## src/rtl/alu_bist_driver.sv

```systemverilog
// rtl/alu_bist_driver.sv - built-in self-test initiator for the 4-bit ALU interface.
// Sweeps every enabled opcode over all {a,b} pairs and checks the results against a reference model.
module alu_bist_driver #(
  parameter logic [7:0] OP_MASK = 8'h3F,
  parameter int         LATENCY = 1
) (
  input  logic        clk,
  input  logic        rst_n,
  input  logic        start,
  output logic [3:0]  alu_a,
  output logic [3:0]  alu_b,
  output logic [2:0]  alu_op,
  input  logic [7:0]  alu_result,
  output logic        busy,
  output logic        done,
  output logic        pass,
  output logic [7:0]  err_count,
  output logic [10:0] fail_vec
);

  typedef enum logic [1:0] {IDLE, RUN, DRAIN, DONE} state_t;

  function automatic logic [2:0] first_op(input logic [7:0] m);
    first_op = 3'd0;
    for (int i = 7; i >= 0; i--) if (m[i]) first_op = 3'(i);
  endfunction

  function automatic logic [2:0] last_op(input logic [7:0] m);
    last_op = 3'd0;
    for (int i = 0; i < 8; i++) if (m[i]) last_op = 3'(i);
  endfunction

  function automatic logic [2:0] next_op(input logic [7:0] m, input logic [2:0] cur);
    logic found;
    next_op = cur;
    found   = 1'b0;
    for (int i = 0; i < 8; i++) begin
      if (!found && i > int'(cur) && m[i]) begin
        next_op = 3'(i);
        found   = 1'b1;
      end
    end
  endfunction

  localparam logic [2:0] FIRST_OP = first_op(OP_MASK);
  localparam logic [2:0] LAST_OP  = last_op(OP_MASK);

  state_t      state, state_nx;
  logic        run_entry, last_vec;
  logic [2:0]  drain_cnt;
  logic [7:0]  exp_nx;
  logic        skip_nx;
  logic [7:0]  A, B;

  logic [LATENCY-1:0] pipe_vld;
  logic [7:0]         pipe_exp [LATENCY];
  logic [10:0]        pipe_tag [LATENCY];

  assign last_vec = (alu_op == LAST_OP) && (alu_a == 4'hF) && (alu_b == 4'hF);
  assign pass     = done && (err_count == 8'd0);

  always_ff @(posedge clk or negedge rst_n) begin
    if (!rst_n) state <= IDLE;
    else        state <= state_nx;
  end

  always_comb begin
    state_nx  = state;
    run_entry = 1'b0;
    busy      = 1'b0;
    case (state)
      IDLE, DONE: begin
        if (start) begin
          run_entry = 1'b1;
          state_nx  = (OP_MASK == 8'h00) ? DONE : RUN;
        end
      end
      RUN: begin
        busy = 1'b1;
        if (last_vec) state_nx = DRAIN;
      end
      DRAIN: begin
        busy = 1'b1;
        if (drain_cnt == 3'(LATENCY - 1)) state_nx = DONE;
      end
      default: state_nx = IDLE;
    endcase
  end

  // Reference model for the vector currently on the bus; divide by zero is not checked.
  always_comb begin
    A       = {4'b0, alu_a};
    B       = {4'b0, alu_b};
    exp_nx  = 8'h00;
    skip_nx = 1'b0;
    case (alu_op)
      3'd0: exp_nx = A + B;
      3'd1: exp_nx = A - B;
      3'd2: exp_nx = A & B;
      3'd3: begin
        if (alu_b == 4'h0) skip_nx = 1'b1;
        else               exp_nx  = A / B;
      end
      3'd4: exp_nx = A | B;
      3'd5: exp_nx = A * B;
      default: exp_nx = 8'h00;
    endcase
  end

  always_ff @(posedge clk or negedge rst_n) begin
    if (!rst_n) begin
      alu_op    <= 3'd0;
      alu_a     <= 4'd0;
      alu_b     <= 4'd0;
      drain_cnt <= 3'd0;
      done      <= 1'b0;
      err_count <= 8'd0;
      fail_vec  <= 11'd0;
      pipe_vld  <= '0;
      for (int k = 0; k < LATENCY; k++) begin
        pipe_exp[k] <= 8'd0;
        pipe_tag[k] <= 11'd0;
      end
    end else begin
      if (state_nx == RUN) begin
        if (state != RUN) begin
          {alu_op, alu_a, alu_b} <= {FIRST_OP, 4'd0, 4'd0};
        end else begin
          alu_b <= alu_b + 4'd1;
          if (alu_b == 4'hF) begin
            alu_a <= alu_a + 4'd1;
            if (alu_a == 4'hF) alu_op <= next_op(OP_MASK, alu_op);
          end
        end
      end else begin
        {alu_op, alu_a, alu_b} <= 11'd0;
      end

      drain_cnt <= (state == DRAIN) ? drain_cnt + 3'd1 : 3'd0;

      if (run_entry)                               done <= (OP_MASK == 8'h00);
      else if (state == DRAIN && state_nx == DONE) done <= 1'b1;

      if (run_entry) begin
        err_count <= 8'd0;
        fail_vec  <= 11'd0;
      end else if (pipe_vld[LATENCY-1] && (pipe_exp[LATENCY-1] != alu_result)) begin
        if (err_count != 8'hFF) err_count <= err_count + 8'd1;
        if (err_count == 8'd0)  fail_vec  <= pipe_tag[LATENCY-1];
      end

      pipe_vld[0] <= (state == RUN) && !skip_nx;
      pipe_exp[0] <= exp_nx;
      pipe_tag[0] <= {alu_op, alu_a, alu_b};
      for (int k = 1; k < LATENCY; k++) begin
        pipe_vld[k] <= pipe_vld[k-1];
        pipe_exp[k] <= pipe_exp[k-1];
        pipe_tag[k] <= pipe_tag[k-1];
      end
    end
  end

endmodule
```

## config.mk

```make
export PLATFORM = sky130hd
export DESIGN_NAME = alu_bist_driver
export DESIGN_NICKNAME = d
export VERILOG_FILES = /design/src/rtl/alu_bist_driver.sv
export SDC_FILE = /design/constraint.sdc
export NUM_CORES = 1
export LEC_CHECK = 0
export CAP_MARGIN = 5
export CORE_AREA = 2 2 84 147
export CTS_CLUSTER_DIAMETER = 30
export DETAILED_ROUTE_END_ITERATION = 16
export DIE_AREA = 0 0 86 149
export DONT_BUFFER_PORTS = 1
export GPL_TIMING_DRIVEN = 0
export HOLD_SLACK_MARGIN = 0.06
export PLACE_DENSITY_LB_ADDON = 0.1
export SLEW_MARGIN = 10
export SYNTH_ARGS = -nofsm -noshare
export SYNTH_HDL_FRONTEND = slang
export SYNTH_SLANG_ARGS = --single-unit
```

## constraint.sdc

```tcl
create_clock -name clk -period 9.4 [get_ports clk]
set_input_delay 0.94 -clock clk [delete_from_list [all_inputs] [get_ports clk]]
set_output_delay 0.94 -clock clk [all_outputs]
set_load 0.005 [all_outputs]
```

* Word-level counts from Yosys, hierarchy flattened
Index checks and enable logic that the tools add are counted. W data, S select, Z words.
Word-level totals: flip-flop bits (word level) 56, output and inout bits 33, bits of input ports 11, logic and storage cells 127
Operators by class: reductions and logical operators 29, order comparisons 5, muxes and demuxes 54, bitwise operators 2, equality and inequality tests 18, div/mod/pow operators 1, add/subtract/negate cells 6, multiply operators 1
Operators by type and width (number):
- $pmux W8 S6 | 1
- $mux W11 | 3
- $mux W8 | 4
- $mux W3 | 10
- $mux W1 | 27
- $mux W4 | 5
- $logic_and A1 B1 Y1 | 10
- $add A4 B1 Y4 const B | 2
- $add A8 B1 Y8 const B | 1
- $div A4 B4 Y8 | 1
- $eq A4 B4 Y1 const B | 2
- $logic_not A8 Y1 | 1
- $mul A4 B4 Y8 | 1
- $ne A8 B8 Y1 | 1
- $ne A8 B8 Y1 const B | 1
- $reduce_bool A2 Y1 | 4
- $ne A7 B1 Y1 const B | 1
- $eq A2 B2 Y1 const B | 3
- $eq A3 B2 Y1 const B | 2
- $eq A3 B3 Y1 const B | 2
- $gt A2 B3 Y1 const A | 2
- $gt A3 B3 Y1 const A | 2
- $logic_not A3 Y1 | 2
- $mux W2 | 3
- 18 further kinds | 25

* Longest topological paths before layout
Gate-level depths: netlist of the first run.
depth in word-level cells 35, mapped depth 47, mapped depth without buffers 46

* Worst setup path before layout of the first run
Ideal clock, no wire load.
path kind register to register, start point register alu_b[1], end point register pipe_exp[0] (netlist name), data required time 9260 ps, cell stages (with the launch flop) 47, data arrival time 9538 ps, clock period less this slack 9678 ps, library setup time 140 ps, setup slack -278 ps, path buffers 1, cell sequence dfrtp_1 > inv_1 > ha_1 > or3b_4 > o32ai_4 > ha_1 > o21ai_0 > a21oi_2 > mux2i_4 > inv_1 > ha_1 > o21bai_1 > a21oi_1 > nand3_1 > o21ai_0 > ha_1 > a21boi_1 > nor2_1 > (+11 left out) > o31a_1 > buf_6 > mux2i_1 > ha_1 > o21a_1 > o21a_1 > o21ai_0 > nand2b_1 > nor2_1 > nand4_4 > mux2i_1 > ha_1 > a21boi_0 > o21ai_0 > nand2b_1 > a21oi_1 > o21a_1 > o221ai_1
On the way: cells in the longest elaborated chain, start to end 3, elaborated cells between the ends (all ways) 4, those cells by class div (1); mux (2); reduce/logical (1)
Ends and longest elaborated chain:
- start, declared | line 11 | output logic [3:0] alu_b,
- start signal, assigned | line 127 | {alu_op, alu_a, alu_b} <= {FIRST_OP, 4'd0, 4'd0};
- start signal, assigned | line 129 | alu_b <= alu_b + 4'd1;
- $div A4 B4 Y8 or $logic_not A4 Y1 (tied branches) | line 102, 101
- $mux W8 (*) | line 101 | if (alu_b == 4'h0) skip_nx = 1'b1;
- $pmux W8 S6 (*) | line 96 | case (alu_op)
- net exp_nx[0] | line 51 | logic [7:0] exp_nx;
- end signal, assigned by index | line 157 | pipe_exp[k] <= pipe_exp[k-1];
- end, declared | line 56 | logic [7:0] pipe_exp [LATENCY];
Mark *: on every way through the listed nets, which the timed path passes. The rest lies on a longest branch. A chain may end at the register's enable or synchronous reset.

* Worst setup path after layout of the first run
start point register alu_b[0], end point register pipe_exp[0] (netlist name)
On the way: cells in the longest elaborated chain, start to end 3, elaborated cells between the ends (all ways) 9, those cells by class add/sub (2); mul (1); div (1); mux (2); bitwise (2); reduce/logical (1)
Ends and longest elaborated chain (line):
- $div A4 B4 Y8 or $logic_not A4 Y1 (tied branches) | 102, 101
- $mux W8 | 101
- $pmux W8 S6 (*) | 96
- net exp_nx[0] | 51
Marks and branches as above.

==> results of run 1 <==
==> critical path: cells and delay by family (launching register included) <==
family	cells	cell delay, ps
adder cells (fa/ha/maj)	8	2090
flip-flops	1	570
AND/OR/NAND/NOR	11	1680
AO/OA/AOI/OAI	19	3190
multiplexers	4	1000
buffers and inverters	3	300
==> cell type report <==
class | count | area share (%)
clock buffers | 5 | 2.24
well taps | 137 | 3.06
clock inverters | 3 | 0.403
inverters | 35 | 2.57
plain buffers | 10 | 0.805
repair buffers | 30 | 3.91
multi-input cells | 408 | 61.9
flip-flops and latches | 56 | 25.1
==> timing repair <==
action / 4_1_cts / 5_1_grt
pin swaps: 14 / 23
setup endpoints to repair: 2 / 1
setup buffers: 22 / 8
resized for setup: 36 / 35
==> cells by family (layout without fill, tap and decap cells) <==
kind of cell,count (synthesis),in the layout
xor gates and xnor gates,36,36
muxes,24,24
and+or+nand+nor,165,165
DFF,56,56
adders and majority gates,70,70
AOI/OAI and AO/OA,109,109
buffers and inverters,45,83
other,1,4
==> cells in the mapped netlist, types with 7 or more instances <==
master	count	area share, %
nand2_1	31	2.5
dfrtp_1	56	30
mux2i_1	17	3.6
and3_1	7	0.94
o21ai_0	25	2.7
o21a_1	7	1.1
clkbuf_1	7	0.56
nand2b_1	10	1.3
and2_1	7	0.94
ha_1	64	17
xnor2_1	25	4.7
xor2_1	11	2.1
a21oi_1	30	3.2
inv_1	35	2.8
nor2_1	59	4.7
nor3_1	14	1.5
==> registers in the layout, indices dropped and copies added (netlist names) <==
name and flops:
alu_a 4, alu_b 4, alu_op 3, done 1
drain_cnt 3, err_count 8, fail_vec 11, pipe_exp 8
pipe_tag 11, pipe_vld 1, state 2
==> stage by stage <==
stage          util (%)  setup WS [ps]  cell area, sq um  std cells
6_report           47.6            370              5590        684
5_1_grt            47.6          -43.3              5590        684
4_1_cts            45.5           4.27              5350        676
3_5_place_dp       41.5          -1900              4870        646
3_3_place_gp       41.5          -1720              4870        646
2_1_floorplan         -           50.6              4700        509
==> worst max-delay path by stage <==
| stage | startpoint | end | slack, ps | cells past startpoint |
|---|---|---|---|---|
| 2_1_floorplan | alu_b[0]$_DFF_PN0_ | pipe_exp[0]$_DFF_PN0_ | 50 | 46 |
| 3_3_place_gp | alu_b[0]$_DFF_PN0_ | pipe_exp[0]$_DFF_PN0_ | -1720 | 46 |
| 3_5_place_dp | alu_b[0]$_DFF_PN0_ | pipe_exp[0]$_DFF_PN0_ | -1900 | 46 |
| 4_1_cts | alu_b[0]$_DFF_PN0_ | pipe_exp[0]$_DFF_PN0_ | 4 | 46 |
| 5_1_grt | alu_b[0]$_DFF_PN0_ | pipe_exp[0]$_DFF_PN0_ | -40 | 45 |
| 6_report | alu_b[0]$_DFF_PN0_ | pipe_exp[0]$_DFF_PN0_ | 370 | 45 |
==> layer usage <==
layer,up-vias,part of all wire [%]
met3,31,2.1
met1,1823,36
li1,1858,-
met2,60,58
met4,0,4.7
met5,-,0
==> implementation parameters, run 1 <==
Parameter                              Value

Run status
  Result of the run    completed

Routing
  Routed Wire Length    12300 um
  DRC violation count after routing    0
  DRC violation total after the first TritonRoute iteration    151
  Per-cell routed wire length    18.0 um
  Detailed Routing Iterations Pass 1    4
  Mean number of vias per cell    5.51
  Routed vias    3772
  Antenna-violating nets left    0

Clock network
  TritonCTS clock tree    done
  Number of buffers on the longest clock path    2
  Clock Pin Slew Worst Setup and Hold Paths    70 ps
  Clock buffers created by TritonCTS    5
  Clock Latency Late Sink    290 ps
  Clock Root Buffer    clkbuf_16
  Total of hold buffers inserted after clock tree synthesis    0
  H-tree depth reported by CTS    2
  Sink Count    56

Critical path
  Critical Path End Type    flip-flop
  Category of the most critical setup path    reg2reg
  Worst-path fanout max    7
  Worst stage delay on the critical path    570 ps
  Arrival @ worst endpoint    9180 ps
  Cell depth of the worst flop-to-flop path    45
  Startpoint of the worst-slack reg-to-reg timing path    alu_b[0]$_DFF_PN0_
  R2R Path End    pipe_exp[0]$_DFF_PN0_
  Setup slack of the worst register-to-register path    370 ps
  Critical-path cell with the highest stage delay    dfrtp_4
  Required time at the endpoint of the critical path    9550 ps
  Cell repeated most along the worst path    ha_4
  Startpoint type of the worst setup path    flip-flop

GRT
  Number of antenna violations at the first check in global routing    0
  Global routing met2 resource utilization    39.4%
  Met1 track demand over resource in global routing    20.5%
  First-pass GRT wire length    20100 um
  Total global routing track utilization    20.1%
  Met3 Use GR    1.88%
  Via count of the first global-routing pass    3953
  Largest net degree at the start of global routing    57
  Aggregate global routing overflow    0
  Most utilized layer in the global route result    met2

Floorplanning
  Number of top-level pins    44
  Die extent in x    86 um
  Die height    149 um
  Starting density of the core    39.9%
  Area enclosed by the die boundary    0.0128 sq mm
  Num rows    53
  Core region area    0.0117 sq mm

Cells and area
  Total inserted antenna cells    0
  Area growth syn-to-layout    19.5%
  Multi-input gate area in the final layout    0.00346 sq mm
  Highest-count cells in the layout ignoring fill and taps    ha_1, nor2_1, dfrtp_1
  Total of fill cells in the finished design    1133
  Commonest non-fill, non-tap cell in the layout    ha_1
  Count of nets after finishing    627
  Ratio of cells with drive above 1 in the final layout    19.4%
  Sequential standard cell area    0.00141 sq mm

Synthesis
  FFs w/ async S/R, synth    100%
  Most used flip-flop cell after synthesis    dfrtp_1
  Combinational family with the most area after synthesis    adder cells
  Fraction of the mapped netlist area in compound gates    16.0%
  Instance count of the mapped netlist    506
  Syn Std Cell Area    0.00468 sq mm
  Synthesized area per cell    9.25 sq um
  Number of warnings printed during yosys synthesis    0
  Synth unique cells    64
  Synthesis-stage register bit count    56
  Basic-gate share of the synthesized area counting and, or, nand and nor cells    17.9%
  Post-synthesis mux area share    5.96%
  Adder-Cell Fraction of Synth Area    19.7%
  Fraction of the yosys area taken by sequential cells    29.9%
  Post-synthesis share of cell area spent on xor and xnor gates    6.73%
  Number of enable flip-flop cells after synthesis    0

STA
  Final number of hold-violating endpoints    0
  Finish-stage setup viols    0
  Setup clock skew after layout    8.45 ps
  Hold slack final    332 ps
  Max Slew Vio Count    0
  Final cycle utilization of the critical path    96.1%
  Worst slew pin tran    689 ps
  Fmax achieved    111 MHz
  Worst slew margin relative to its limit    53.4%
  Final critical delay including setup and external delays    9030 ps
  Setup TNS    0 ps

Placement
  RD Place Congestion    0.939
  Post-DP HPWL    9270 um
  Port Buffer Count    0

Job
  Max_cap viols    0

Hold path
  Tightest Hold Check Type    in2async
Power of run 1 is left out: the tool's default activity adds up to more than one toggle a clock period on the data nets, which glitch-free logic cannot reach.
==> run 2, diff against run 1 <==
--- a/config.mk
+++ b/config.mk
@@ -5,15 +5,18 @@
 export SDC_FILE = /design/constraint.sdc
 export NUM_CORES = 1
 export LEC_CHECK = 0
+export ABC_AREA = 1
 export CAP_MARGIN = 5
 export CORE_AREA = 2 2 84 147
 export CTS_CLUSTER_DIAMETER = 30
+export CTS_CLUSTER_SIZE = 20
 export DETAILED_ROUTE_END_ITERATION = 16
 export DIE_AREA = 0 0 86 149
 export DONT_BUFFER_PORTS = 1
 export GPL_TIMING_DRIVEN = 0
 export HOLD_SLACK_MARGIN = 0.06
 export PLACE_DENSITY_LB_ADDON = 0.1
+export SKIP_CTS_REPAIR_TIMING = 1
 export SLEW_MARGIN = 10
 export SYNTH_ARGS = -nofsm -noshare
 export SYNTH_HDL_FRONTEND = slang
==> run 2 against run 1 <==
Compared with the run above:
- clock skew shrank 3.4 ps
- fmax rose by 5.2%
- via count rose by 3.7%
- critical path depth increased by 17
- critical path type unchanged
- die area is the same
- final area decreased by 6.1%
- count of clock-buffer cells in the layout rose by 1
- sequential share of layout area rose by 1.8 points
- worst hold slack improved by 12 ps
==> implementation parameters, run 2 <==
Parameter                              Value

Run status
  Result of the run    completed (unchanged)

Critical path
  Arrival @ worst endpoint    8760 ps (was 9180 ps)
  Worst stage delay on the critical path    500 ps (was 570 ps)
  Critical Path End Type    flip-flop (unchanged)
  Required time at the endpoint of the critical path    9570 ps (was 9550 ps)
  Startpoint type of the worst setup path    flip-flop (unchanged)
  Worst-path fanout max    8 (was 7)
  Category of the most critical setup path    reg2reg (unchanged)
  Critical-path cell with the highest stage delay    dfrtp_2 (was dfrtp_4)
  Cell repeated most along the worst path    nand2_1 (was ha_4)

STA
  Max Slew Vio Count    0 (unchanged)
  Final worst slack    814 ps (was 370 ps)
  Worst slew margin relative to its limit    58.0% (was 53.4%)
  Hold slack final    343 ps (was 332 ps)
  Worst slew pin tran    624 ps (was 689 ps)
  Fmax achieved    116 MHz (was 111 MHz)
  Final cycle utilization of the critical path    91.3% (was 96.1%)
  Setup clock skew after layout    5.02 ps (was 8.45 ps)
  Final number of hold-violating endpoints    0 (unchanged)
  Final critical delay including setup and external delays    8590 ps (was 9030 ps)
  Finish-stage setup viols    0 (unchanged)

Floorplanning
  Number of top-level pins    44 (unchanged)
  Die height    149 um (unchanged)
  Die extent in x    86 um (unchanged)
  Num rows    53 (unchanged)
  Area enclosed by the die boundary    0.0128 sq mm (unchanged)
  Core region area    0.0117 sq mm (unchanged)
  Starting density of the core    39.8% (was 39.9%)

Synthesis
  Fraction of the yosys area taken by sequential cells    30.0% (was 29.9%)
  Syn Std Cell Area    0.00467 sq mm (was 0.00468 sq mm)
  Proportion of netlist area held by the largest area contributor    30.0% (was 29.9%)
  Synth unique cells    54 (was 64)
  Biggest area contributors in the synthesized netlist    dfrtp_1, ha_1, inv_1 (was dfrtp_1, ha_1, nor2_1)
  Fraction of the mapped netlist area in compound gates    13.9% (was 16.0%)
  Synthesis-stage register bit count    56 (unchanged)
  Most used flip-flop cell after synthesis    dfrtp_1 (unchanged)
  Adder-Cell Fraction of Synth Area    19.7% (about the same)
  FFs w/ async S/R, synth    100% (unchanged)
  Library cell with the largest summed area after synthesis    dfrtp_1 (unchanged)
  Most frequent cell after synthesis    inv_1 (was ha_1)
  Number of warnings printed during yosys synthesis    0 (unchanged)
  Basic-gate share of the synthesized area counting and, or, nand and nor cells    23.0% (was 17.9%)
  Post-synthesis share of cell area spent on xor and xnor gates    4.31% (was 6.73%)
  Top cells by count, synth    inv_1, nand2_1, ha_1 (was ha_1, nor2_1, dfrtp_1)
  Combinational family with the most area after synthesis    simple AND/OR/NAND/NOR gates (was adder cells)
  Number of enable flip-flop cells after synthesis    0 (unchanged)
  Post-synthesis mux area share    0% (was 5.96%)
  Synthesized area per cell    8.07 sq um (was 9.25 sq um)
  Instance count of the mapped netlist    579 (was 506)

Cells and area
  Total of fill cells in the finished design    1211 (was 1133)
  Largest registers    fail_vec: 11 flops, pipe_tag: 11 flops (unchanged)
  Area growth syn-to-layout    12.4% (was 19.5%)
  Total inserted antenna cells    0 (unchanged)
  Post-route cell area    0.00525 sq mm (was 0.00559 sq mm)
  Commonest non-fill, non-tap cell in the layout    inv_1 (was ha_1)
  Count of nets after finishing    694 (was 627)
  Highest-count cells in the layout ignoring fill and taps    inv_1, nand2_1, ha_1 (was ha_1, nor2_1, dfrtp_1)
  Non-filler instance count after layout    751 (was 684)
  Ratio of cells with drive above 1 in the final layout    14.7% (was 19.4%)

Routing
  Antenna-violating nets left    0 (unchanged)
  DRC violation count after routing    0 (unchanged)
  DRC violation total after the first TritonRoute iteration    152 (was 151)
  Routed Wire Length    11700 um (was 12300 um)
  Mean number of vias per cell    5.21 (was 5.51)
  Detailed Routing Iterations Pass 1    4 (unchanged)
  Per-cell routed wire length    15.6 um (was 18.0 um)
  Routed vias    3910 (was 3772)

Clock network
  H-tree depth reported by CTS    2 (unchanged)
  Clock buffers created by TritonCTS    5 (unchanged)
  Number of buffers on the longest clock path    2 (unchanged)
  Sink Count    56 (unchanged)
  Clock Root Buffer    clkbuf_16 (unchanged)
  Clock Pin Slew Worst Setup and Hold Paths    70 ps (about the same)
  TritonCTS clock tree    done (unchanged)
  Clock Latency Late Sink    290 ps (about the same)

Placement
  Port Buffer Count    0 (unchanged)
  Total placed cells including tap cells    719 (was 646)
  Post-DP HPWL    9310 um (was 9270 um)
  RD Place Congestion    0.882 (was 0.939)
  Instance area at placement    0.00485 sq mm (was 0.00487 sq mm)
  Worst-case setup slack after placement    -556 ps (was -1900 ps)

GRT
  Number of antenna violations at the first check in global routing    0 (unchanged)
  First-pass GRT wire length    18500 um (was 20100 um)
  Largest net degree at the start of global routing    57 (unchanged)
  Via count of the first global-routing pass    3966 (was 3953)
  Total global routing track utilization    18.4% (was 20.1%)
  Aggregate global routing overflow    0 (unchanged)

Job
  Max_cap viols    0 (unchanged)

Hold path
  Tightest Hold Check Type    in2async (unchanged)
[run 2: cell types whose count changed in the layout (fill, tap and decap cells not counted), moves of 12 or more]
cell	change
mux2i_1	-15
nor2_1	-12
nand2_1	+59
nand3_1	+28
xnor2_1	-14
inv_1	+63
o21ai_0	+12
[run 2: path summary, 6_finish.rpt]
| check | start | end | slack [ps] | depth (start not counted) |
|---|---|---|---|---|
| min in group clk | drain_cnt[0]$_DFF_PN0_ | drain_cnt[0]$_DFF_PN0_ | 470 | 1 |
| worst max register to register | alu_a[2]$_DFFE_PN0P_ | pipe_exp[0]$_DFF_PN0_ | 810 | 62 |
| max in group asynchronous | rst_n | alu_a[1]$_DFFE_PN0P_ | 8940 | 0 |
| worst min register to register | drain_cnt[0]$_DFF_PN0_ | drain_cnt[0]$_DFF_PN0_ | 470 | 1 |
| worst min-delay path | rst_n | drain_cnt[2]$_DFF_PN0_ | 340 | 0 |
| worst max-delay path | alu_a[2]$_DFFE_PN0P_ | pipe_exp[0]$_DFF_PN0_ | 810 | 62 |
[run 2: cell type report]
type	count	area [sq um]	area share [%]
multi-input cells	418	2890	55.0
flip-flops and latches	56	1410	26.9
inverters	100	387	7.36
repair buffers	24	180	3.43
well taps	137	171	3.26
clock buffers	6	129	2.45
plain buffers	8	42.5	0.810
clock inverters	2	38.8	0.739
[run 2: through the flow]
stage | TNS, ps | util, %
floorplan | 0 | -
global placement | -438 | 41.3
detailed placement | -556 | 41.3
CTS | -597 | 42.8
global route | -11.7 | 44.7
finish | 0 | 44.7
[run 2: worst max-delay path: cells and delay by family, from the launching register on]
| kind | cells | cell delay (ps) |
|---|---|---|
| compound gates | 16 | 2190 |
| fa+ha+maj | 7 | 1950 |
| flops | 1 | 500 |
| buf+inv | 8 | 680 |
| simple gates | 31 | 3110 |
[run 2: per-layer routing]
| metal | track usage [%] | vias up | wire [um] |
|---|---|---|---|
| li1 | - | 1965 | - |
| met1 | 17.2 | 1847 | 4050 |
| met2 | 37.7 | 70 | 6870 |
| met3 | 1.33 | 28 | 225 |
| met4 | 9.37 | 0 | 593 |
| met5 | 0 | - | 0 |
[run 2: cell families after synthesis]
family,Yosys count
xor+xnor,23
buf+inv,108
flops,56
other cells,1
compound gates,106
fa+ha+maj,70
simple gates,215
Power of run 2 is left out for the same reason.
